File: src/rtl/pc_redirect_if.sv
// pc_redirect_if: fetch-redirect control bundle between hazard/CP0/D-stage and the PC register
interface pc_redirect_if #(
  parameter int CNT_W = 16
);
  logic             stall;
  logic             Req;
  logic             eret;
  logic [31:0]      EPC;
  logic             br_valid;
  logic [31:0]      br_target;
  logic [31:0]      F_pc4;
  logic [31:0]      npc;
  logic             pc_en;
  logic             flush_D;
  logic             busy_pend;
  logic [CNT_W-1:0] exc_cnt;
  logic [CNT_W-1:0] redir_cnt;
  modport master (
    output stall, Req, eret, EPC, br_valid, br_target, F_pc4,
    input  npc, pc_en, flush_D, busy_pend, exc_cnt, redir_cnt
  );
  modport slave (
    input  stall, Req, eret, EPC, br_valid, br_target, F_pc4,
    output npc, pc_en, flush_D, busy_pend, exc_cnt, redir_cnt
  );
endinterface

File: src/rtl/pc_redirect_ctrl.sv
// pc_redirect_ctrl: next-PC selection, stalled-redirect parking, D-stage flush and redirect counters
module pc_redirect_ctrl #(
  parameter logic [31:0] EXC_VECTOR   = 32'h0000_4180,
  parameter int          FLUSH_CYCLES = 1,
  parameter int          CNT_W        = 16
) (
  input logic         clk,
  input logic         reset,
  pc_redirect_if.slave bus
);
  localparam logic [1:0] RUN   = 2'd0;
  localparam logic [1:0] PEND  = 2'd1;
  localparam logic [1:0] FLUSH = 2'd2;
  logic [1:0]  state;
  logic [31:0] pend_tgt;
  logic        pend_eret;
  logic [3:0]  fcnt;
  logic        go, take_exc, take_eret, take_park, take_br, redirect, to_flush, park_new;
  // decision for this cycle: Req beats eret beats a parked redirect beats a fresh branch
  always_comb begin
    go            = !bus.stall;
    take_exc      = bus.Req;
    take_eret     = !take_exc && state != FLUSH && go && bus.eret;
    take_park     = !take_exc && state == PEND && go && !bus.eret;
    take_br       = !take_exc && state == RUN && go && !bus.eret && bus.br_valid;
    redirect      = take_eret || take_park || take_br;
    to_flush      = take_exc || take_eret || (take_park && pend_eret);
    park_new      = state == RUN && bus.stall && (bus.eret || bus.br_valid);
    bus.npc       = reset     ? bus.F_pc4 :
                    take_exc  ? EXC_VECTOR :
                    take_eret ? bus.EPC :
                    take_park ? pend_tgt :
                    take_br   ? bus.br_target : bus.F_pc4;
    bus.pc_en     = !reset && (take_exc || go);
    bus.flush_D   = !reset && state == FLUSH;
    bus.busy_pend = !reset && state == PEND;
  end
  // state, parked redirect, flush countdown and event counters
  always_ff @(posedge clk) begin
    if (reset) begin
      state         <= RUN;
      pend_tgt      <= '0;
      pend_eret     <= 1'b0;
      fcnt          <= '0;
      bus.exc_cnt   <= '0;
      bus.redir_cnt <= '0;
    end else begin
      bus.exc_cnt   <= bus.exc_cnt + CNT_W'(take_exc);
      bus.redir_cnt <= bus.redir_cnt + CNT_W'(redirect);
      if (to_flush) begin
        state     <= FLUSH;
        fcnt      <= 4'(FLUSH_CYCLES);
        pend_eret <= 1'b0;
        pend_tgt  <= '0;
      end else if (park_new) begin
        state     <= PEND;
        pend_tgt  <= bus.eret ? bus.EPC : bus.br_target;
        pend_eret <= bus.eret;
      end else if (state == PEND && go) begin
        state     <= RUN;
        pend_eret <= 1'b0;
        pend_tgt  <= '0;
      end else if (state == PEND && bus.eret && !pend_eret) begin
        pend_tgt  <= bus.EPC;
        pend_eret <= 1'b1;
      end else if (state == FLUSH) begin
        state <= fcnt == 4'd1 ? RUN : FLUSH;
        fcnt  <= fcnt - 4'd1;
      end
    end
  end
endmodule
File: src/flat_wrapper.sv
// flat-port wrapper written by rule: the top's interface ports become plain ports
module pc_redirect_ctrl_flat 
#(
  parameter logic [31:0] EXC_VECTOR   = 32'h0000_4180,
  parameter int          FLUSH_CYCLES = 1,
  parameter int          CNT_W        = 16
)
  (clk, reset, bus_stall, bus_Req, bus_eret, bus_EPC, bus_br_valid, bus_br_target, bus_F_pc4, bus_npc, bus_pc_en, bus_flush_D, bus_busy_pend, bus_exc_cnt, bus_redir_cnt);
  pc_redirect_if #(.CNT_W(CNT_W)) bus_i ();
  input logic clk;
  input logic reset;
  input wire logic [$bits(bus_i.stall)-1:0] bus_stall;
  input wire logic [$bits(bus_i.Req)-1:0] bus_Req;
  input wire logic [$bits(bus_i.eret)-1:0] bus_eret;
  input wire logic [$bits(bus_i.EPC)-1:0] bus_EPC;
  input wire logic [$bits(bus_i.br_valid)-1:0] bus_br_valid;
  input wire logic [$bits(bus_i.br_target)-1:0] bus_br_target;
  input wire logic [$bits(bus_i.F_pc4)-1:0] bus_F_pc4;
  output wire logic [$bits(bus_i.npc)-1:0] bus_npc;
  output wire logic [$bits(bus_i.pc_en)-1:0] bus_pc_en;
  output wire logic [$bits(bus_i.flush_D)-1:0] bus_flush_D;
  output wire logic [$bits(bus_i.busy_pend)-1:0] bus_busy_pend;
  output wire logic [$bits(bus_i.exc_cnt)-1:0] bus_exc_cnt;
  output wire logic [$bits(bus_i.redir_cnt)-1:0] bus_redir_cnt;
  assign bus_i.stall = bus_stall;
  assign bus_i.Req = bus_Req;
  assign bus_i.eret = bus_eret;
  assign bus_i.EPC = bus_EPC;
  assign bus_i.br_valid = bus_br_valid;
  assign bus_i.br_target = bus_br_target;
  assign bus_i.F_pc4 = bus_F_pc4;
  assign bus_npc = bus_i.npc;
  assign bus_pc_en = bus_i.pc_en;
  assign bus_flush_D = bus_i.flush_D;
  assign bus_busy_pend = bus_i.busy_pend;
  assign bus_exc_cnt = bus_i.exc_cnt;
  assign bus_redir_cnt = bus_i.redir_cnt;
  pc_redirect_ctrl #(.EXC_VECTOR(EXC_VECTOR), .FLUSH_CYCLES(FLUSH_CYCLES), .CNT_W(CNT_W)) u_core (.clk(clk), .reset(reset), .bus(bus_i));
endmodule
File: config.mk
export PLATFORM = sky130hd
export DESIGN_NAME = pc_redirect_ctrl_flat
export DESIGN_NICKNAME = d
export VERILOG_FILES = /design/src/rtl/pc_redirect_if.sv /design/src/rtl/pc_redirect_ctrl.sv /design/src/flat_wrapper.sv
export SDC_FILE = /design/constraint.sdc
export NUM_CORES = 1
export LEC_CHECK = 0
export CELL_PAD_IN_SITES_DETAIL_PLACEMENT = 0
export CELL_PAD_IN_SITES_GLOBAL_PLACEMENT = 1
export CORE_ASPECT_RATIO = 1.25
export CORE_MARGIN = 1.5
export CORE_UTILIZATION = 34
export DETAILED_ROUTE_END_ITERATION = 10
export GPL_TIMING_DRIVEN = 0
export PLACE_DENSITY = 0.95
export SETUP_SLACK_MARGIN = 0.15
export SYNTH_ARGS = -nofsm -noshare
export SYNTH_HDL_FRONTEND = slang
export SYNTH_SLANG_ARGS = --single-unit
File: constraint.sdc
create_clock -name clk -period 4.7 [get_ports clk]
set_clock_uncertainty 0.15 [all_clocks]
set_input_delay 0.94 -clock clk [delete_from_list [all_inputs] [get_ports clk]]
set_output_delay 0.94 -clock clk [all_outputs]
set_load 0.02 [all_outputs]
## Yosys cells after proc, flatten, opt, wreduce, memory -nomap -nowiden

Cells that the tools add are included.

- Register bits: 71
- Bits of input ports: 102
- Output and inout port bits: 67
- Logic and storage cells: 86

- Add/subtract/negate cells: 3
- Eq/ne operators: 9
- Muxes and demuxes: 23
- Bitwise operators: 3
- Reductions and logical operators: 40

Operator list:

| cell | number |
|---|---|
| $mux W32 | 9 |
| $add A16 B1 Y16 | 2 |
| $logic_and A1 B1 Y1 | 19 |
| $mux W2 | 6 |
| $mux W1 | 8 |
| $reduce_and A4 Y1 | 2 |
| $logic_or A1 B1 Y1 | 6 |
| $ne A2 B1 Y1 const B | 3 |
| $reduce_bool A3 Y1 | 2 |
| $logic_not A1 Y1 | 5 |
| $eq A4 B1 Y1 const B | 1 |
| $ne A4 B1 Y1 const B | 1 |
| $reduce_and A2 Y1 | 2 |
| $reduce_bool A4 Y1 | 1 |
| $sub A4 B1 Y4 const B | 1 |
| $ne A3 B1 Y1 const B | 1 |
| $not A1 Y1 | 3 |
| $eq A2 B1 Y1 const B | 1 |
| $eq A2 B2 Y1 const B | 1 |
| $logic_not A2 Y1 | 1 |
| $ne A2 B2 Y1 const B | 1 |
| $reduce_bool A2 Y1 | 1 |
| $reduce_or A2 Y1 | 1 |

## Depth between registers and ports, before layout

Gate-level depths: netlist (run 1).

- Depth in word-level cells: 10
- Depth in mapped cells: 12
- Mapped depth without buffers: 10

## Least setup slack after synthesis (run 1)

OpenSTA, ideal clock, no wires.

- Path type: input-to-output
- Start point: in bus_eret
- End point: out bus_npc[20]
- Data arrival time: 2.461 ns
- Required time: 3.610 ns
- Slack: 1.149 ns
- Cell stages on the path: 7
- Path buffers: 3
- Cells stage by stage: buf_6 or3b_1 buf_6 nor3_4 buf_2 a22oi_1 a22oi_1

- Cells in the longest elaborated chain, start to end: 8
- Elaborated cells on any way between the ends: 10
- Classes of those cells: mux (5); reduce/logical (5)

Ends and longest elaborated chain:

| element | line | source |
|---|---|---|
| start, declared | flat_wrapper.sv:14 | `input wire logic [$bits(bus_i.eret)-1:0] bus_eret;` |
| $logic_not A1 Y1 | pc_redirect_ctrl.sv:24, pc_redirect_ctrl.sv:25 |  |
| $logic_and A1 B1 Y1 (2 in series) | pc_redirect_ctrl.sv:25 | `take_br = !take_exc && state == RUN && go && !bus.eret && bus.br_valid;` |
| $mux W32 | pc_redirect_ctrl.sv:33 | `take_br ? bus.br_target : bus.F_pc4;` |
| $mux W32 | pc_redirect_ctrl.sv:32 | `take_park ? pend_tgt :` |
| $mux W32 * | pc_redirect_ctrl.sv:31 | `take_eret ? bus.EPC :` |
| $mux W32 * | pc_redirect_ctrl.sv:30 | `take_exc ? EXC_VECTOR :` |
| $mux W32 * | pc_redirect_ctrl.sv:29 | `bus.npc = reset ? bus.F_pc4 :` |
| end, declared | flat_wrapper.sv:19 | `output wire logic [$bits(bus_i.npc)-1:0] bus_npc;` |

Mark *: on every way between the ends. The rest lies on a longest branch, timed or not.

## Worst setup path in the final report (run 1)

- Start point: in reset
- End point: out bus_pc_en

- Cells in the longest elaborated chain, start to end: 2

Ends and longest elaborated chain:

| element | line | source |
|---|---|---|
| start, declared | flat_wrapper.sv:11 | `input logic reset;` |
| $logic_not A1 Y1 | pc_redirect_ctrl.sv:34 | `bus.pc_en = !reset && (take_exc \|\| go);` |
| $logic_and A1 B1 Y1 | pc_redirect_ctrl.sv:34 |  |
| end, declared | flat_wrapper.sv:20 | `output wire logic [$bits(bus_i.pc_en)-1:0] bus_pc_en;` |

Every way passes these cells.

==> flow_metrics.tcl, run 1 <==
set metrics [dict create \
    dp.final_hpwl_um 11450 \
    powerDensity_nw_per_um2 269.2 \
    post_drt_wl_per_cell_um 18.23 \
    p_leak_uw 0.002388 \
    cp_max_fo 10 \
    avgSynthCellArea_sq_um 8.403 \
    dr.pass1.iters 5 \
    synth_area_leaders "dfxtp_1, a222oi_1, nor2_1, a22oi_1, xnor2_1" \
    grt_max_degree 13 \
    yosysSeqAreaShare 0.3431 \
    hold_path_depth 2 \
    syn_area_sq_um 4143 \
    ys.flop_type "dfxtp_1" \
    worst_ep_required_time_ns 3.61 \
    r2r-end "u_core.bus.redir_cnt[12]$_SDFF_PP0_" \
    totalWireLength_um 15320 \
    hold_ws_ns 0.3543 \
    max-clock-path-buffers 2 \
    grt_pass1_vias 4869 \
    clk_latency_ns 0.34 \
    min_from "u_core.bus.exc_cnt[14]$_SDFF_PP0_" \
    fmax_mhz 221.4 \
    hold_buffers 0 \
    fin_nets 782 \
    outcome "finished clean" \
    drc 0 \
    maxCapViolations 0 \
    n_fill_cell 1073 \
    cts_sinks 71 \
    ir_drop_mv 0.1740 \
    crit_type "primary input to output pin" \
    finalCritPeriodShare 0.9610 \
    p_total_uw 1735 \
    overflow 0 \
    yosysWarnings 0 \
    timing.rr.start "u_core.state[0]$_SDFFE_PP0P_" \
    startpoint_type "primary input" \
    syn2layout_area_growth_pct 55.54 \
    htree_levels 3 \
    syn_nets 601 \
    finalCriticalPeriod_ns 4.517 \
    ff2ff_setup_slack_ns 1.67 \
    initial_core_util 0.3533 \
    num_rows 44 \
    setup_viol 0 \
    worst_pin_slew_ns 0.6382 \
    maxSlewHeadroom 0.5745 \
    vias 4884 \
    hold_viol_final 0 \
    setup_tns_ns 0 \
    synth_edf_count 0 \
    drtIter0Drc 565 \
    yosysTopAreaCell "dfxtp_1" \
    rsz0062_at_grt "yes" \
    antenna_found_initial 0 \
    ios 169 \
    clkTransAtPathRegs_ns 0.06 \
    dieHeight_um 126.4 \
    gp_congestion 0.8886 \
    grt_pass1_wl_um 24200 \
    final_util 0.5495 \
    min-delay-path-class "register to register" \
    layout_common_cells "clkdlybuf4s50_1, dfxtp_1, nor2_1" \
    min_to "u_core.bus.exc_cnt[14]$_SDFF_PP0_" \
    grt_use_total 0.2360 \
    port_buffers 167 \
    layout_commonest_cell "clkdlybuf4s50_1" \
    synth.distinct_cells 49 \
    async_reset_ff_frac 0 \
    coreArea_sq_um 11730 \
    die_width_um 101.7 \
    n_antenna_cell 0 \
    ant_nets 0 \
    report.final.slew_viol_count 0 \
    critPathArrivalTime_ns 3.43 \
    ys_ff_latch 71 \
    die-area_sq_um 12860 \
    cts_tree "done" \
    root_buffer "clkbuf_16" \
    synth_top_area_frac 0.3431 \
    crit_path_end_kind "output pin" \
    layout-drive-gt1-share 0.09131 \
    synthCells 493 \
    reg2reg_depth 11 \
    routed_via_density 5.814 \
    cts_made_buffers 9 \
]
-- worst max path at each step --
stage / endpoint / start / cells past startpoint
final: bus_pc_en / reset / 6
after global routing: bus_npc[26] / bus_Req / 8
after CTS: bus_npc[15] / bus_Req / 8
after detailed placement: bus_npc[28] / bus_Req / 8
after global placement: bus_npc[28] / bus_Req / 8
after floorplan: bus_npc[20] / bus_eret / 7
-- cells in the mapped netlist, types with 9 or more instances --
cell,n
dfxtp_1,71
a222oi_1,45
a22oi_1,32
a21boi_0,15
nand2_1,34
inv_1,17
nand4_1,9
o21ai_0,11
nor2_1,70
o2bb2ai_1,13
clkbuf_1,25
o221ai_1,17
a21oi_1,13
xnor2_1,18
-- area by class of cell --
type	instances	area, sq um	area share
inverters	18	67.56	0.01049
flip-flops and latches	71	1421	0.2206
repair buffers	170	1717	0.2664
multi-input cells	363	2490	0.3864
clock buffers	12	266.5	0.04136
plain buffers	41	229.0	0.03553
well taps	161	201.4	0.03126
clock inverters	4	51.30	0.007961
-- power breakdown --
group | leakage, uW | total [uW] | switching, uW | internal (uW)
Clock | 0.000155 | 722 | 267 | 455
Combinational | 0.00166 | 389 | 198 | 191
Sequential | 0.000574 | 624 | 9.00 | 615
-- per-layer routing --
layer  share of wire  vias up  track usage  wire (um)
met5               0        -            0          0
met4           0.024        0       0.1005        375
met3           0.087       30      0.05895       1338
met2            0.49      273       0.4051       7556
met1            0.39     2313       0.2751       6045
li1                -     2268            -          -
-- worst max-delay path, stage by stage --
cell             delay, ns
clkdlybuf4s50_1       0.56
clkbuf_2              0.29
clkbuf_1              0.45
buf_1                 0.50
a21oi_1               0.09
clkdlybuf4s50_1       0.58
-- sequential cells by signal, summed over array words and instances (netlist names) --
| register | flops |
|---|---|
| u_core.fcnt | 4 |
| u_core.bus.redir_cnt | 16 |
| u_core.pend_tgt | 32 |
| u_core.bus.exc_cnt | 16 |
| u_core.pend_eret | 1 |
| u_core.state | 2 |
-- what timing repair did --
action	CTS	global route
setup buffers	1	2
pin swaps	1	0
gates cloned	0	0
resized for setup	20	30
endpoints found under the setup margin	29	25
-- through the flow --
| stage | cells | area, sq um | setup WS (ns) |
|---|---|---|---|
| final | 840 | 6444 | 0.1833 |
| after global routing | 840 | 6444 | 0.08034 |
| after CTS | 838 | 6365 | 0.1195 |
| after detailed placement | 821 | 6016 | -0.1963 |
| after global placement | 821 | 6016 | -0.2644 |
| after floorplan | 493 | 4143 | 1.149 |
-- kinds of logic after synthesis --
| group | Yosys count | share of synthesized area |
|---|---|---|
| compound gates | 166 | 0.3274 |
| simple gates | 165 | 0.1897 |
| flops | 71 | 0.3431 |
| buf+inv | 59 | 0.06644 |
| xor+xnor | 25 | 0.05285 |
| fa+ha+maj | 7 | 0.02054 |
Power figures use the tool's default switching activity.
==> run 2: changes to the inputs <==
--- a/config.mk
+++ b/config.mk
@@ -12,7 +12,7 @@
 export CORE_UTILIZATION = 34
 export DETAILED_ROUTE_END_ITERATION = 10
 export GPL_TIMING_DRIVEN = 0
-export PLACE_DENSITY = 0.95
+export PLACE_DENSITY_LB_ADDON = 0.1
 export SETUP_SLACK_MARGIN = 0.15
 export SYNTH_ARGS = -nofsm -noshare
 export SYNTH_HDL_FRONTEND = slang
==> flow_metrics.tcl, run 2 (synthesis results as in run 1) <==
set metrics [dict create \
    cp_max_fo 10 \
    maxSlewHeadroom 0.5853 \
    htree_levels 3 \
    reg2reg_depth 11 \
    timing.rr.start "u_core.state[0]$_SDFFE_PP0P_" \
    ir_drop_mv 0.1345 \
    cts_tree "done" \
    powerDensity_nw_per_um2 259.2 \
    die_width_um 101.7 \
    final_cells 838 \
    min_from "u_core.bus.exc_cnt[15]$_SDFF_PP0_" \
    grt_pass1_wl_um 23180 \
    root_buffer "clkbuf_16" \
    rsz0062_at_grt "yes" \
    vias 4847 \
    layout-drive-gt1-share 0.08419 \
    report.final.slew_viol_count 0 \
    clk_latency_ns 0.34 \
    final_util 0.5459 \
    cts_sinks 71 \
    dp_cells 821 \
    coreArea_sq_um 11730 \
    post_drt_wl_per_cell_um 17.84 \
    num_rows 44 \
    ff2ff_setup_slack_ns 1.62 \
    fmax_mhz 222.0 \
    hold_buffers 0 \
    antenna_found_initial 0 \
    crit_path_end_kind "output pin" \
    largest_register_ffs 32 \
    dieHeight_um 126.4 \
    min_to "u_core.bus.exc_cnt[15]$_SDFF_PP0_" \
    dpl_cell_area_sq_um 6016 \
    grt_use_total 0.2281 \
    n_fill_cell 1155 \
    die-area_sq_um 12860 \
    ant_nets 0 \
    grt_pass1_vias 4719 \
    setup_tns_ns 0 \
    maxCapViolations 0 \
    ios 169 \
    gp_congestion 0.8408 \
    dp.final_hpwl_um 11100 \
    worst_pin_slew_ns 0.6220 \
    totalWireLength_um 14950 \
    r2r-end "u_core.bus.redir_cnt[14]$_SDFF_PP0_" \
    hold_path_depth 2 \
    port_buffers 167 \
    dr.pass1.iters 9 \
    p_leak_uw 0.002381 \
    syn2layout_area_growth_pct 54.52 \
    startpoint_type "primary input" \
    n_antenna_cell 0 \
    layout_commonest_cell "clkdlybuf4s50_1" \
    routed_via_density 5.784 \
    crit_type "primary input to output pin" \
    setup_viol 0 \
    grt_max_degree 12 \
    initial_core_util 0.3533 \
    design_area_sq_um 6401 \
    max-clock-path-buffers 2 \
    worst_ep_required_time_ns 3.61 \
    fin_nets 780 \
    min-delay-path-class "register to register" \
    overflow 0 \
    hold_viol_final 0 \
    critPathArrivalTime_ns 3.41 \
    layout_common_cells "clkdlybuf4s50_1, dfxtp_1, nor2_1" \
    finalCritPeriodShare 0.9583 \
    drc 0 \
    clkTransAtPathRegs_ns 0.06 \
    cts_made_buffers 9 \
    hold_ws_ns 0.3316 \
    finalCriticalPeriod_ns 4.504 \
    max_flop_register "u_core.pend_tgt" \
    outcome "finished clean" \
    drtIter0Drc 482 \
    reg_top3 "u_core.pend_tgt (32), u_core.bus.exc_cnt (16), u_core.bus.redir_cnt (16)" \
]
==> run 2: cell count changes in the layout (fill, tap and decap cells not counted), moves of 2 or more <==
cell,before,now
buf_2,6,4
dlymetal6s2s_1,12,15
clkbuf_1,13,17
clkbuf_4,2,4
clkdlybuf4s50_1,149,151
dlygate4sd2_1,6,1
buf_4,8,6
==> run 2: final cells by class <==
class,count,area (sq um),area share
Multi-Input combinational cell,363,2485,0.3882
Clock buffer,13,260.3,0.04066
Sequential cell,71,1421,0.2220
Tap cell,161,201.4,0.03147
Inverter,18,67.56,0.01056
Timing Repair Buffer,168,1715,0.2680
Clock inverter,3,17.52,0.002737
Buffer,41,232.7,0.03636
==> run 2: per-stage QoR <==
step	total power [uW]	setup slack [ns]
global placement	1014	-0.2151
floorplan	816.1	1.149
CTS	1669	0.1348
finish	1659	0.1960
global route	1723	0.09868
detailed placement	1017	-0.2075
==> run 2: timing repair <==
item	in CTS	in global routing
pin swaps	1	0
gates resized for setup	17	27
endpoints found under the hold margin	0	0
setup buffers	1	0
setup endpoints to repair	29	28
==> run 2: worst max path at each step <==
stage	from	endpoint	depth (start not counted)	slack (ns)
2_1_floorplan	bus_eret	bus_npc[20]	7	1.15
3_3_place_gp	bus_Req	bus_npc[30]	8	-0.22
3_5_place_dp	bus_Req	bus_npc[30]	8	-0.21
4_1_cts	bus_stall	bus_npc[30]	8	0.13
5_1_grt	bus_Req	bus_npc[5]	8	0.1
6_report	bus_Req	bus_npc[20]	8	0.20
==> run 2: critical path, cell delays in order <==
cell	delay [ns]
clkdlybuf4s50_1	0.43
clkbuf_2	0.19
or3_4	0.44
nor3_4	0.24
buf_4	0.24
a22oi_1	0.09
a22oi_1	0.19
clkdlybuf4s50_1	0.65
==> run 2: report_power, final <==
part | total (uW) | leakage, uW | switching (uW) | internal [uW]
registers | 624 | 0.000574 | 8.89 | 615
logic | 388 | 0.00167 | 196 | 193
clock network | 647 | 0.000136 | 263 | 385
total | 1660 | 0.00238 | 467 | 1190
==> run 2: routing by layer <==
metal,track usage,vias to the layer above,part of all wire
met5,0,-,0
met1,0.2731,2283,0.41
met3,0.05785,38,0.078
met2,0.3780,249,0.48
met4,0.1062,0,0.030
li1,-,2277,-
